`config.mk`:
```
export PLATFORM = sky130hd
export DESIGN_NAME = alu_op_sequencer
export DESIGN_NICKNAME = d
export VERILOG_FILES = /design/src/rtl/alu_seq_pkg.sv /design/src/rtl/alu_op_sequencer.sv
export SDC_FILE = /design/constraint.sdc
export NUM_CORES = 1
export LEC_CHECK = 0
export BUFFER_PORTS_ARGS = -buffer_cell sky130_fd_sc_hd__buf_2
export CAP_MARGIN = 20
export CORE_UTILIZATION = 43
export DETAILED_ROUTE_END_ITERATION = 6
export PLACE_DENSITY = 0.72
export SLEW_MARGIN = 15
export SYNTH_ARGS = -nofsm -noshare
export SYNTH_HDL_FRONTEND = slang
export SYNTH_SLANG_ARGS = --single-unit
```
`constraint.sdc`:
```
create_clock -name clk -period 1.5 [get_ports clk]
set_input_delay 0.3 -clock clk [delete_from_list [all_inputs] [get_ports clk]]
set_output_delay 0.3 -clock clk [all_outputs]
set_load 0.02 [all_outputs]
```
`src/rtl/alu_seq_pkg.sv`:
```
// Shared types and constants for the ALU operation sequencer: FSM states,
// flag bit positions inside the {Z,C,V,N} flag word, and ALU select encodings.
package alu_seq_pkg;

  typedef enum logic [1:0] {
    IDLE = 2'd0,
    EXEC = 2'd1,
    RESP = 2'd2
  } seq_state_e;

  localparam int unsigned NUM_FLAGS = 4;

  localparam int unsigned FLG_Z = 3;
  localparam int unsigned FLG_C = 2;
  localparam int unsigned FLG_V = 1;
  localparam int unsigned FLG_N = 0;

  // S[2] selects the logic unit; S[1:0] picks the function inside each unit.
  localparam int unsigned OP_LOGIC_BIT = 2;
  localparam logic [2:0]  OP_ADD       = 3'b000;
  localparam logic [2:0]  OP_AND       = 3'b100;

  typedef logic [NUM_FLAGS-1:0] flags_t;

  // Flag word for a bypass load: only Zero and Negative carry meaning.
  function automatic flags_t load_flags(input logic is_zero, input logic msb);
    flags_t f;
    f        = '0;
    f[FLG_Z] = is_zero;
    f[FLG_N] = msb;
    return f;
  endfunction

endpackage

```
`src/rtl/alu_op_sequencer.sv`:
```
// Control/register stage around an external combinational ALU: accepts commands,
// feeds the ALU from registers, writes back the result and flags, hands the result downstream.
module alu_op_sequencer
  import alu_seq_pkg::*;
#(
  parameter int unsigned         DATA_W    = 8,
  parameter logic [DATA_W-1:0]   ACC_RESET = '0,
  parameter int unsigned         CNT_W     = 16
) (
  input  logic              clk,
  input  logic              rst_n,

  input  logic              cmd_valid,
  output logic              cmd_ready,
  input  logic              cmd_load,
  input  logic [2:0]        cmd_op,
  input  logic [DATA_W-1:0] cmd_operand,

  output logic [DATA_W-1:0] alu_a,
  output logic [DATA_W-1:0] alu_b,
  output logic [2:0]        alu_s,
  input  logic [DATA_W-1:0] alu_out,
  input  logic              alu_zero,
  input  logic              alu_cout,
  input  logic              alu_ovf,
  input  logic              alu_neg,

  output logic              res_valid,
  input  logic              res_ready,
  output logic [DATA_W-1:0] res_data,
  output logic [3:0]        res_flags,
  output logic [CNT_W-1:0]  op_count
);

  seq_state_e        state_q,   state_d;
  logic [DATA_W-1:0] acc_q,     acc_d;
  logic [DATA_W-1:0] operand_q, operand_d;
  logic [2:0]        op_q,      op_d;
  flags_t            flags_q,   flags_d;
  logic [CNT_W-1:0]  cnt_q,     cnt_d;

  always_comb begin
    // NOTE: every signal written here gets a default first, so no path leaves
    // a value unassigned and no latch is inferred.
    state_d   = state_q;
    acc_d     = acc_q;
    operand_d = operand_q;
    op_d      = op_q;
    flags_d   = flags_q;
    cnt_d     = cnt_q;

    unique case (state_q)
      IDLE: begin
        if (cmd_valid) begin
          op_d      = cmd_op;
          operand_d = cmd_operand;
          if (cmd_load) begin
            acc_d   = cmd_operand;
            flags_d = load_flags(cmd_operand == '0, cmd_operand[DATA_W-1]);
            state_d = RESP;
          end else begin
            state_d = EXEC;
          end
        end
      end

      EXEC: begin
        acc_d          = alu_out;
        flags_d[FLG_Z] = alu_zero;
        flags_d[FLG_C] = alu_cout;
        flags_d[FLG_V] = alu_ovf;
        flags_d[FLG_N] = alu_neg;
        state_d        = RESP;
      end

      RESP: begin
        if (res_ready) begin
          if (cnt_q != '1) cnt_d = cnt_q + CNT_W'(1);
          state_d = IDLE;
        end
      end

      default: state_d = IDLE;
    endcase
  end

  // NOTE: sequential state uses non-blocking assignments only, so every register
  // samples pre-edge values regardless of statement order.
  always_ff @(posedge clk) begin
    if (!rst_n) begin
      state_q   <= IDLE;
      acc_q     <= ACC_RESET;
      operand_q <= '0;
      op_q      <= '0;
      flags_q   <= '0;
      cnt_q     <= '0;
    end else begin
      state_q   <= state_d;
      acc_q     <= acc_d;
      operand_q <= operand_d;
      op_q      <= op_d;
      flags_q   <= flags_d;
      cnt_q     <= cnt_d;
    end
  end

  // ALU inputs come straight from registers: no combinational path from cmd_* to the ALU.
  assign alu_a     = acc_q;
  assign alu_b     = operand_q;
  assign alu_s     = op_q;

  assign cmd_ready = (state_q == IDLE);
  assign res_valid = (state_q == RESP);
  assign res_data  = acc_q;
  assign res_flags = flags_q;
  assign op_count  = cnt_q;

endmodule

```
==> metrics.txt <==
relative area change from synthesis to final layout 39.47%; worst-case clock skew 0.006259 ns; Adder-Cell Fraction of Synth Area less than 1%; arrival time of the worst setup path between 1.5 and 2 ns; max-cap check violation count 0; count of pins over their slew limit 0; layout cells sized above 1 42.54%; worst slew margin relative to its limit between 70% and 80%; initial DRC count 84; total clock sinks a little over 40; number of placement rows 23; Worst setup EP type flop; Distinct cells, synth 42; peak supply drop 0.0005601 V; violated checks setup timing; post-CTS repair timing setup buffer count 0; Final Util 64.03%; power density over the cells 919.4 nW/um^2; Yosys reg bits 41; starting utilization of the core area 45.91%; number of antenna violations at the first check in global routing 0; Non-Filler Cell Area, Final roughly 2600 um^2; synthesized area per cell roughly 8.6 um^2; share of async-settable or async-resettable flops after synthesis 0%; largest fanout on the critical path 8; via count normalized by instance count 5.233; Crit. Startpoint op_count[0]$_SDFFE_PN0P_; synthesized netlist cell count approximately 220; die boundary width between 60 and 70 um; TNS Setup -0.007841 ns; yosys synthesis warning count 0; flip-flop cell with the highest count after synthesis dfxtp_1; hold-fix buffer count after cts 0; Global Route Usage Sum 22.43%; kind of critical path flop to flop; Final setup violation count 1; clock latency on the worst-skew pair 0.29 ns; Worst Hold Launch cmd_load; largest net degree at the start of global routing 21; number of levels the H-tree was split into 2; number of buffers on the longest clock path 2; RSZ-0062 raised after global routing true; placement-stage cell area ~2500 um^2; complex-gate fraction of the synthesized area 15.70%; Total Routed Length 4925 um; worst setup slack after layout -0.007841 ns; Routed Antenna Nets 0; Layout Nets between 300 and 400; number of global-route vias before repair 1691; minimum period implied by the final worst setup slack 1.508 ns; share of synthesized area occupied by flip-flops and latches 43.44%; main combinational cell family by area after synthesis simple AND/OR/NAND/NOR gates; total inserted antenna cells 0; transition time at the pin with the least slew margin 0.4448 ns; buffers added on ports 76; reported leakage power 0.001198 uW; Syn Nets 248; die outline area 4663 um^2; CTS Buf Count 5; wire per inst 13.49 um; detailed-route DRC error count 0; Initial DRT Pass Iterations 4; clock transition at the registers of the reported paths 0.08 ns; XOR/XNOR Fraction of Synth Area 0.4636%; number of synthesized flops with an enable pin 0; wire length of the first global-routing pass 7714 um; number of inserted filler cells in the final layout 356; total via count after detailed routing between 1500 and 2000; CP Data Required Time around 1.7 ns; number of top-level pins 77; sort of element at the start of the critical path flop; die boundary height 68.29 um; share of the clock period used by the worst path 100.5%; Core ar. 4115 um^2; Clock Tree Root clkbuf_8; GR Overflow Total 0; Post-Synthesis Cell Area approximately 1900 um^2; Min-Delay Path Class input pin to flop; reg-to-reg critical path startpoint op_count[0]$_SDFFE_PN0P_; upper clock frequency limit 663.2 MHz; result of the run finished with violations; mux contribution to synthesized area 6.887%; Detailed Place HPWL between 3000 and 4000 um; CTS tree yes; total count of hold-check failures in the final report 0; final weighted congestion in routability-driven placement between 0.8 and 0.9; simple-gate share of the synthesized area 26.75%
## layout by cell type (no fill, tap or decap), types with 6 or more instances in the layout
| cell type | netlist | final |
|---|---|---|
| a211oi_1 | 9 | 9 |
| dfxtp_2 | 0 | 6 |
| a21oi_1 | 21 | 21 |
| buf_2 | 2 | 75 |
| nor2_1 | 16 | 16 |
| nand2_1 | 36 | 36 |
| dfxtp_1 | 41 | 34 |
| mux2i_1 | 13 | 13 |
| nand4_1 | 6 | 6 |
| clkbuf_8 | 0 | 6 |
| buf_4 | 8 | 32 |
## through the flow
| stage | hold WS [ns] | instances | setup slack (ns) | power (uW) |
|---|---|---|---|---|
| after global routing | 0.2007 | 365 | -0.08007 | 2527 |
| after floorplan | 0.3793 | 219 | -0.05013 | 1448 |
| after detailed placement | 0.4432 | 357 | -0.05288 | 1577 |
| final | 0.2049 | 365 | -0.007841 | 2423 |
| after global placement | 0.4405 | 357 | -0.03500 | 1569 |
| after CTS | 0.1913 | 365 | -0.007760 | 2444 |
## worst paths after layout
path                            cells past startpoint                       end  slack, ns
worst max-delay path                                5  op_count[9]$_SDFFE_PN0P_     -0.008
worst min-delay path                                2   state_q[0]$_SDFFE_PN0P_       0.20
worst max register to register                      5  op_count[9]$_SDFFE_PN0P_     -0.008
worst min register to register                      2     alu_b[2]$_SDFFE_PN0P_       0.45
## critical path: stages (launching register included)
cell	delay, ns
dfxtp_4	0.37
ha_4	0.16
nand4_1	0.18
nor3_4	0.09
or4_1	0.52
a21oi_1	0.12
## sequential cells by signal (all words and copies together), names as in the netlist
register and count:
op_count 16, alu_a 8, alu_b 8, state_q 2, alu_s 3, res_flags 4
## routing by layer
layer	vias up	global-route usage, %	routed length, um
li1	981	-	-
met1	864	29.26	2241
met2	55	35.29	2332
met3	10	5.333	235
met4	0	8.854	115
met5	-	0	0
## layout make-up
cell class | count | area, um^2 | area share [%]
multi-input cells | 158 | 1006 | 38.18
clock buffers | 7 | 107.6 | 4.084
well taps | 50 | 62.56 | 2.374
inverters | 1 | 3.754 | 0.1424
flip-flops and latches | 41 | 832.0 | 31.58
repair buffers | 107 | 615.6 | 23.36
clock inverters | 1 | 7.507 | 0.2849
## synth_stat cells, types with 2 or more instances
cell | instances | area share (%)
nand3_1 | 3 | 0.79
buf_2 | 2 | 0.53
nor2b_1 | 3 | 0.99
mux2i_1 | 13 | 6.9
nand2_1 | 36 | 7.2
nand4_1 | 6 | 2.0
nor4_1 | 4 | 1.3
a21oi_1 | 21 | 5.6
nor3_1 | 2 | 0.53
nand2b_1 | 5 | 1.7
clkbuf_1 | 8 | 1.6
a211oi_1 | 9 | 3.6
buf_4 | 8 | 3.2
o21ai_0 | 4 | 1.1
a22oi_1 | 2 | 0.79
and4_1 | 2 | 0.93
or2_2 | 2 | 0.66
or4_1 | 3 | 1.2
or3_1 | 3 | 0.99
dfxtp_1 | 41 | 43
nor2_1 | 16 | 3.2
and3_1 | 3 | 0.99
o31ai_1 | 4 | 1.6
## timing repair
action | CTS | global route
resized for setup | 3 | 5
endpoints found under the setup margin | 7 | 16
endpoints found under the hold margin | 0 | 0
pin swaps | 3 | 5
## logic make-up after synthesis
family	count (synthesis)
flip-flops	41
AND/OR/NAND/NOR	96
adder cells (fa/ha/maj)	1
AO/OA/AOI/OAI	47
buffers and inverters	20
XOR/XNOR	1
multiplexers	13
## power breakdown
part           internal, uW  switching, uW  leakage (uW)
sequential             1140           26.3      0.000338
clock                   474            396     0.0000556
combinational           147            242      0.000804
No activity file was read; power rests on OpenSTA's default activity.
